File: src/rtl/rounding_pkg.sv
// rounding_pkg: shared types and the rounding-increment helper for rounding_pipe.
package rounding_pkg;

   typedef enum logic [1:0] {
      RND_TRUNC     = 2'd0,
      RND_HALF_UP   = 2'd1,
      RND_HALF_EVEN = 2'd2,
      RND_RSVD      = 2'd3
   } rnd_mode_e;

   // Widest dropped-bit field the helper handles (IN_W - OUT_W must be below this).
   localparam int unsigned RND_MAX_D = 32;

   // Increment added to the widened sample before the arithmetic shift by d.
   // Half-up always adds half an LSB; half-even adds it except on an exact tie
   // whose kept LSB is already even, so the tie falls to the even result.
   function automatic logic [RND_MAX_D-1:0] rnd_increment(
      input rnd_mode_e              mode,
      input logic [RND_MAX_D-1:0]   dropped,
      input int unsigned            d,
      input logic                   lsb
   );
      logic [RND_MAX_D-1:0] half;
      logic [RND_MAX_D-1:0] inc;
      half = RND_MAX_D'(1) << (d - 1);
      inc  = '0;
      case (mode)
         RND_HALF_UP:   inc = half;
         RND_HALF_EVEN: inc = ((dropped == half) && !lsb) ? '0 : half;
         default:       inc = '0;
      endcase
      return inc;
   endfunction

endpackage

File: src/rtl/rounding_core.sv
// rounding_core: combinational widening and rounding-increment add.
// The sum is IN_W+1 bits wide so the increment can never wrap the sample.
module rounding_core
   import rounding_pkg::*;
#(
   parameter int IN_W  = 16,
   parameter int OUT_W = 12
) (
   input  logic [IN_W-1:0] i_data,
   input  logic [1:0]      i_mode,
   output logic [IN_W:0]   o_sum
);

   localparam int unsigned D = IN_W - OUT_W;

   logic [RND_MAX_D-1:0] w_dropped;
   logic [RND_MAX_D-1:0] w_inc;
   logic                 w_unused_inc_hi;

   assign w_dropped = {{(RND_MAX_D - D){1'b0}}, i_data[D-1:0]};
   assign w_inc     = rnd_increment(rnd_mode_e'(i_mode), w_dropped, D, i_data[D]);

   // The increment is at most half an output LSB, so it fits in D bits.
   assign w_unused_inc_hi = ^w_inc[RND_MAX_D-1:D];

   assign o_sum = {i_data[IN_W-1], i_data} + {{(OUT_W + 1){1'b0}}, w_inc[D-1:0]};

endmodule

File: src/rtl/rounding_pipe.sv
// rounding_pipe: two-stage signed narrowing IN_W -> OUT_W with selectable rounding.
// Build option: define ROUNDING_PIPE_SAT_EN to clamp overflowing results to the
// positive maximum; without it the low OUT_W bits of the shifted sum are output.
// Overflow is flagged (out_ovf, ovf_sticky) in both builds.
//
// Handshake: a transfer happens on any cycle where valid && ready. out_valid,
// out_data and out_ovf hold until out_ready. Both stages advance together when
// the output slot is empty or being consumed; in_ready equals that advance
// condition and never depends on in_valid.
module rounding_pipe
   import rounding_pkg::*;
#(
   parameter int IN_W  = 16,
   parameter int OUT_W = 12
) (
   input  logic             clk,
   input  logic             rst,
   input  logic             in_valid,
   output logic             in_ready,
   input  logic [IN_W-1:0]  in_data,
   input  logic [1:0]       rnd_mode,
   output logic             out_valid,
   input  logic             out_ready,
   output logic [OUT_W-1:0] out_data,
   output logic             out_ovf,
   output logic             ovf_sticky,
   input  logic             ovf_clr
);

   localparam int D = IN_W - OUT_W;
   localparam logic [OUT_W-1:0] OUT_MAX = {1'b0, {(OUT_W - 1){1'b1}}};

   logic [IN_W:0]    w_sum;
   logic             w_advance;
   logic [OUT_W:0]   w_shift;
   logic             w_ovf;
   logic [OUT_W-1:0] w_res;
   logic             w_unused_s1;

   logic             r_s1_valid;
   logic [IN_W:0]    r_s1_sum;
   logic [1:0]       r_s1_mode;
   logic             r_out_valid;
   logic [OUT_W-1:0] r_out_data;
   logic             r_out_ovf;
   logic             r_ovf_sticky;

   rounding_core #(
      .IN_W  (IN_W),
      .OUT_W (OUT_W)
   ) u_core (
      .i_data (in_data),
      .i_mode (rnd_mode),
      .o_sum  (w_sum)
   );

   assign w_advance = !r_out_valid || out_ready;
   assign in_ready  = w_advance;

   // Dropping the D LSBs of the rounded sum; it can only exceed the positive
   // range by exactly one (sign 0, next bit 1), negative overflow is impossible.
   assign w_shift = r_s1_sum[IN_W:D];
   assign w_ovf   = !w_shift[OUT_W] && w_shift[OUT_W-1];

`ifdef ROUNDING_PIPE_SAT_EN
   assign w_res = w_ovf ? OUT_MAX : w_shift[OUT_W-1:0];
`else
   assign w_res = w_shift[OUT_W-1:0];
`endif

   // The dropped bits and the stage-1 mode are kept for observability only.
   assign w_unused_s1 = ^{r_s1_sum[D-1:0], r_s1_mode, OUT_MAX};

   // Stage 1: capture the rounded wide sum and mode on every advance.
   always_ff @(posedge clk) begin
      if (rst) begin
         r_s1_valid <= 1'b0;
         r_s1_sum   <= '0;
         r_s1_mode  <= '0;
      end else if (w_advance) begin
         r_s1_valid <= in_valid;
         if (in_valid) begin
            r_s1_sum  <= w_sum;
            r_s1_mode <= rnd_mode;
         end
      end
   end

   // Stage 2: shifted, optionally saturated result and its overflow marker.
   always_ff @(posedge clk) begin
      if (rst) begin
         r_out_valid <= 1'b0;
         r_out_data  <= '0;
         r_out_ovf   <= 1'b0;
      end else if (w_advance) begin
         r_out_valid <= r_s1_valid;
         if (r_s1_valid) begin
            r_out_data <= w_res;
            r_out_ovf  <= w_ovf;
         end
      end
   end

   // Sticky overflow: set by an overflowing output transfer, which beats a clear.
   always_ff @(posedge clk) begin
      if (rst) begin
         r_ovf_sticky <= 1'b0;
      end else if (r_out_valid && out_ready && r_out_ovf) begin
         r_ovf_sticky <= 1'b1;
      end else if (ovf_clr) begin
         r_ovf_sticky <= 1'b0;
      end
   end

   assign out_valid  = r_out_valid;
   assign out_data   = r_out_data;
   assign out_ovf    = r_out_ovf;
   assign ovf_sticky = r_ovf_sticky;

endmodule

File: config.mk
export PLATFORM = sky130hd
export DESIGN_NAME = rounding_pipe
export DESIGN_NICKNAME = d
export VERILOG_FILES = /design/src/rtl/rounding_pkg.sv /design/src/rtl/rounding_core.sv /design/src/rtl/rounding_pipe.sv
export SDC_FILE = /design/constraint.sdc
export NUM_CORES = 1
export LEC_CHECK = 0
export BUFFER_PORTS_ARGS = -buffer_cell sky130_fd_sc_hd__buf_2
export CORE_ASPECT_RATIO = 1.1
export CORE_UTILIZATION = 54
export DETAILED_ROUTE_END_ITERATION = 7
export GPL_ROUTABILITY_DRIVEN = 0
export PLACE_DENSITY = 0.94
export SYNTH_ARGS = -nofsm -noshare
export SYNTH_HDL_FRONTEND = slang
export SYNTH_SLANG_ARGS = --single-unit
File: constraint.sdc
create_clock -name clk -period 3.6 [get_ports clk]
set_input_delay 0.36 -clock clk [delete_from_list [all_inputs] [get_ports clk]]
set_output_delay 0.36 -clock clk [all_outputs]
set_load 0.05 [all_outputs]
==> results by group, run 1 <==
Setup path
  – CP Max Fanout: 4
  – Critical path launch point type: primary input
  – Crit path arrival time: 2.07 ns
  – Critical path class: primary input to flop
  – WP data required: 3.79 ns
  – CP endpoint kind: flop

Clocking
  – CTS tree: yes
  – Clock Sinks: 29
  – Clk buf depth: 2
  – Post-CTS Resized: 0
  – CTS Buf Count: 5
  – Post-CTS Setup Bufs: 0
  – Clk slew on worst S/H paths: 0.08 ns
  – Cts hold-fix bufs: 0
  – Max H-tree Level: 2
  – CTS Root Buffer Type: clkbuf_4
  – Clk Latency, worst-skew pair: 0.33 ns

Floorplanning
  – Starting Density: 57.7%
  – CORE AREA: 2250 um^2
  – Die Area: 2610 um^2
  – Die W: 48.8 um
  – Die Span Y: 53.4 um
  – FP Rows: 18
  – I/O Pins: 39

Final layout
  – Area occupied by multi-input gates: 672 um^2
  – Filler cell count: 190
  – Layout cells sized above 1: 25.0%
  – Util after Layout: 68.6%
  – # nets final: 221
  – FF+latch area: 581 um^2
  – # diodes: 0
  – Syn-to-layout area delta: 18.9%

Timing
  – TNS Setup: 0 ns
  – Min Tclk post-route: 1.89 ns
  – Final hold viol count: 0
  – Hold_ws: 0.293 ns
  – Period utilisation layout: 52.4%
  – RSZ-0062 raised after global routing: false
  – Finish-stage setup viols: 0
  – Worst-Margin Slew: 0.705 ns
  – Clk_skew: 0.00496 ns
  – Slew Limit Fails: 0
  – Fmax: 0.530 GHz
  – Rel. slew slack: 53.0%

Job
  – Max_cap viols: 0

Route
  – Final wirelength: 2640 um
  – Detail Route Antenna Nets: 0
  – DR DRC count: 0
  – WL/cell: 11.7 um
  – DR vias/cell: 5.43
  – DR iter-0 viols: 29
  – DRT Pass-1 Iters: 4
  – Via count: 1228

Status
  – Outcome: finished clean

GRT
  – Largest net degree at the start of global routing: 30
  – Vias in the first global route: 1086
  – Gr ovfl total: 0
  – First-pass GRT wire length: 4250 um
  – Tot GR Track Use: 22.2%
  – Initial antenna violation count: 0

Power
  – Total Power: 0.000631 W
  – PwrDens: 409 nW/um^2
  – Largest vdd supply drop: 0.303 mV
  – Leak: 0.634 nW

Synthesis
  – Register bit total from synthesis: 29
  – Synth cell types: 28
  – Total nets after synthesis: 184
  – Synth Instances: 158
  – Sequential area share after synthesis: 44.7%
  – Cell Area, Synth: 1300 um^2
  – Synth warn: 0
  – Avg Inst Size Synth: 8.22 um^2

Place
  – IO buf count: 38
  – Final HPWL from detailed placement: 1980 um

Hold path
  – Hold/Removal Path Class: primary input to flop
==> per-stage QoR <==
stage / worst slack [ns] / area, um^2 / cells
floorplan: 1.58 / 1300 / 158
CTS: 1.73 / 1540 / 226
global placement: 1.46 / 1500 / 218
finish: 1.71 / 1540 / 226
global route: 1.59 / 1540 / 226
detailed placement: 1.39 / 1500 / 218
==> routing by layer <==
| layer | wire length, um | GRT usage [%] | vias up |
|---|---|---|---|
| li1 | - | - | 620 |
| met1 | 1080 | 21.8 | 545 |
| met2 | 1290 | 38.9 | 52 |
| met3 | 165 | 8.05 | 11 |
| met4 | 101 | 16.7 | 0 |
| met5 | 0 | 0 | - |
==> sequential cells by signal, indices dropped and copies added (netlist names) <==
register,count
r_s1_valid,1
ovf_sticky,1
out_data,12
r_s1_sum,13
out_ovf,1
out_valid,1
==> final timing paths <==
| path | to | slack [ns] | startpoint | cells after the start |
|---|---|---|---|---|
| worst max-delay path | r_s1_sum[9] | 1.71 | in_data[4] | 9 |
| worst min-delay path | ovf_sticky | 0.29 | ovf_clr | 3 |
| worst max register to register | r_s1_sum[10] | 1.96 | out_valid | 4 |
| worst min register to register | out_data[0] | 0.45 | out_data[0] | 2 |
==> cell families after synthesis <==
logic type / count (synthesis) / synth area share, %
AND/OR/NAND/NOR: 71 / 26.2
adder cells (fa/ha/maj): 3 / 2.89
AO/OA/AOI/OAI: 34 / 16.6
XOR/XNOR: 9 / 6.07
flip-flops: 29 / 44.7
buffers and inverters: 12 / 3.56
==> area by class of cell <==
type,instances,area share (%)
sequential,29,37.6
clock buffer,8,3.16
multi-input combinational,117,43.5
tap,30,2.43
inverter,4,0.972
timing repair buffer,38,12.3
==> worst max-delay path: stages <==
cell and delay [ns]:
buf_2 0.13, or4_1 0.51, a21oi_1 0.16, nor2_1 0.06, ha_1 0.23, and4_2 0.26
nand2_1 0.10, xor2_1 0.17, a211oi_1 0.09
==> cells in the final DEF, fill, tap and decap left out, types with 2 or more instances in the layout <==
cell,synthesis,final
ha_1,3,3
a21oi_1,19,19
clkbuf_1,7,3
nor2_1,14,14
or4_1,2,2
dfxtp_1,29,29
and2_1,2,2
buf_2,1,38
clkbuf_4,0,5
inv_1,4,4
nor3_1,4,4
nand3_1,3,3
nand2_1,34,34
xnor2_1,5,5
a211oi_1,10,10
o31ai_1,2,2
nand4_1,2,2
nand2b_1,3,3
xor2_1,4,4
==> cells in the mapped netlist (all sizes together) <==
cell,number,area share (%)
buf,1,0.38
o31ai,2,1.2
nor2,14,4.0
and4,1,0.77
nor4,1,0.48
nand2b,3,1.4
nand3b,1,0.58
a21oi,19,7.3
nand4b,1,1.2
o311ai,1,0.67
a211oi,10,5.8
xnor2,5,3.4
nor3,4,1.5
ha,3,2.9
or4,2,1.2
dfxtp,29,45
nand3,3,1.2
nand2,34,9.8
o211ai,1,0.96
clkbuf,7,2.0
nand4,3,1.9
and2,2,0.96
a311oi,1,0.67
inv,4,1.2
or2,2,1.2
xor2,4,2.7
==> power by group <==
part | switching (W) | total (W) | internal (W)
sequential | 0.00000871 | 0.000347 | 0.000338
clock | 0.000106 | 0.000184 | 0.0000776
combinational | 0.0000667 | 0.000100 | 0.0000338
total | 0.000182 | 0.000631 | 0.000449
Note: power is estimated with default switching activity, not from simulation.
==> inputs of run 2 (changes only) <==
CORE_UTILIZATION = 45   (was 54)
PLACE_DENSITY = 0.85   (was 0.94)
clock period = 1.6 ns   (was 3.6 ns; I/O delays follow)
==> run 2 against run 1 <==
Against the previous run:
- via count fell by 4.3%
- die area rose by 19%
- global-route usage fell by 3.1 points
- wire length fell by 1.6%
- critical endpoint is now r_s1_sum[11]
==> results by group, run 2 (synthesized netlist as in run 1, its figures left out) <==
GRT
  – Tot GR Track Use: 19.1%
  – First-pass GRT wire length: 4370 um
  – Initial antenna violation count: 0
  – Vias in the first global route: 1045
  – Largest net degree at the start of global routing: 30
  – Gr ovfl total: 0

Timing
  – Period utilisation layout: 96.2%
  – Worst-Margin Slew: 0.499 ns
  – Smallest setup slack after layout: 0.0607 ns
  – Hold_ws: 0.0970 ns
  – Final hold viol count: 0
  – RSZ-0062 raised after global routing: false
  – Clk_skew: 0.00734 ns
  – Rel. slew slack: 66.8%
  – Min Tclk post-route: 1.54 ns
  – Slew Limit Fails: 0
  – Fmax: 0.650 GHz
  – Finish-stage setup viols: 0

Power
  – Total Power: 0.00152 W
  – PwrDens: 887 nW/um^2
  – Largest vdd supply drop: 0.579 mV
  – Leak: 0.706 nW

Setup path
  – CP Max Fanout: 4
  – Crit path arrival time: 1.72 ns
  – CP max stage cell: or4_4
  – WP data required: 1.78 ns
  – Critical path class: primary input to flop
  – Critical path launch point type: primary input
  – CP endpoint kind: flop
  – Worst stage delay on the critical path: 0.54 ns
  – Critical-path cell list: buf_2 > or4_4 > a21oi_4 > nor2_4 > ha_4 > buf_4 > and4_4 > nand4_1 > xor2_1 > a211oi_1

Floorplanning
  – Die Area: 3110 um^2
  – Starting Density: 47.2%
  – CORE AREA: 2750 um^2
  – Die Span Y: 58.3 um
  – FP Rows: 20
  – I/O Pins: 39
  – Die W: 53.2 um

Route
  – Detail Route Antenna Nets: 0
  – DRT Pass-1 Iters: 4
  – DR DRC count: 0
  – WL/cell: 10.9 um
  – DR iter-0 viols: 24
  – Via count: 1175
  – Final wirelength: 2600 um
  – DR vias/cell: 4.94

Final layout
  – # diodes: 0
  – Filler cell count: 265
  – # nets final: 230
  – Syn-to-layout area delta: 31.9%
  – Most frequent cells in the layout: 38 x buf_2, 34 x nand2_1, 28 x dfxtp_1
  – Layout cells sized above 1: 35.1%
  – Largest Register: r_s1_sum
  – Max reg flops: 13
  – Most common cell after layout, fill and taps aside: buf_2

Clocking
  – Max H-tree Level: 2
  – CTS Buf Count: 5
  – Clk slew on worst S/H paths: 0.09 ns
  – Cts hold-fix bufs: 0
  – Clock Sinks: 29
  – CTS tree: yes
  – CTS Root Buffer Type: clkbuf_4
  – Clk Latency, worst-skew pair: 0.31 ns
  – Clk buf depth: 2

Place
  – Final HPWL from detailed placement: 1860 um
  – Setup WS pre-CTS: -0.219 ns
  – IO buf count: 38

Job
  – Max_cap viols: 0

Status
  – Outcome: finished clean

Hold path
  – Hold/Removal Path Class: primary input to flop
run 2: final timing paths:
kind	cells past startpoint	start	slack (ns)	to
worst min register to register	2	out_data[5]	0.46	out_data[5]
worst min-delay path	3	ovf_clr	0.1	ovf_sticky
worst max-delay path	10	in_data[4]	0.06	r_s1_sum[11]
worst max register to register	5	out_valid	0.41	r_s1_sum[7]
run 2: timing repair:
| action | in CTS | in global routing |
|---|---|---|
| gates resized for setup | 0 | 7 |
| buffers inserted | 0 | 2 |
| endpoints found under the setup margin | 0 | 2 |
run 2: per-stage QoR:
step / utilization [%] / instances / cell area (um^2) / TNS, ns
floorplan: - / 158 / 1330 / -0.0212
global placement: 57.5 / 228 / 1580 / -0.834
detailed placement: 57.5 / 228 / 1580 / -1.08
CTS: 60.0 / 236 / 1650 / 0
global route: 62.2 / 238 / 1710 / 0
finish: 62.2 / 238 / 1710 / 0
run 2: per-layer routing:
| metal | global-route usage [%] | share of wire (%) |
|---|---|---|
| met5 | 0 | 0 |
| met4 | 7.89 | 0.96 |
| met3 | 5.43 | 4.5 |
| met2 | 30.2 | 47 |
| met1 | 24.0 | 47 |
run 2: final cells by class:
class	instances	area, um^2	share of cell area, %
clock inverters	1	5.00	0.292
multi-input cells	117	747	43.6
inverters	4	15.0	0.877
repair buffers	47	258	15.0
flip-flops and latches	29	582	34.0
well taps	33	41.3	2.41
clock buffers	7	65.1	3.80
run 2: power by group:
| part | leakage (nW) | internal (W) | switching [W] | total [W] |
|---|---|---|---|---|
| Combinational | 0.426 | 0.0000989 | 0.000160 | 0.000259 |
| Clock | 0.0413 | 0.000254 | 0.000226 | 0.000480 |
| Sequential | 0.238 | 0.000761 | 0.0000206 | 0.000781 |
| Total | 0.706 | 0.00111 | 0.000406 | 0.00152 |
run 2: critical path: cells and delay by family:
| family | cells | cell delay (ns) |
|---|---|---|
| AND/OR/NAND/NOR | 4 | 0.82 |
| AO/OA/AOI/OAI | 2 | 0.23 |
| adder cells (fa/ha/maj) | 1 | 0.16 |
| XOR/XNOR | 1 | 0.14 |
| buffers and inverters | 2 | 0.22 |
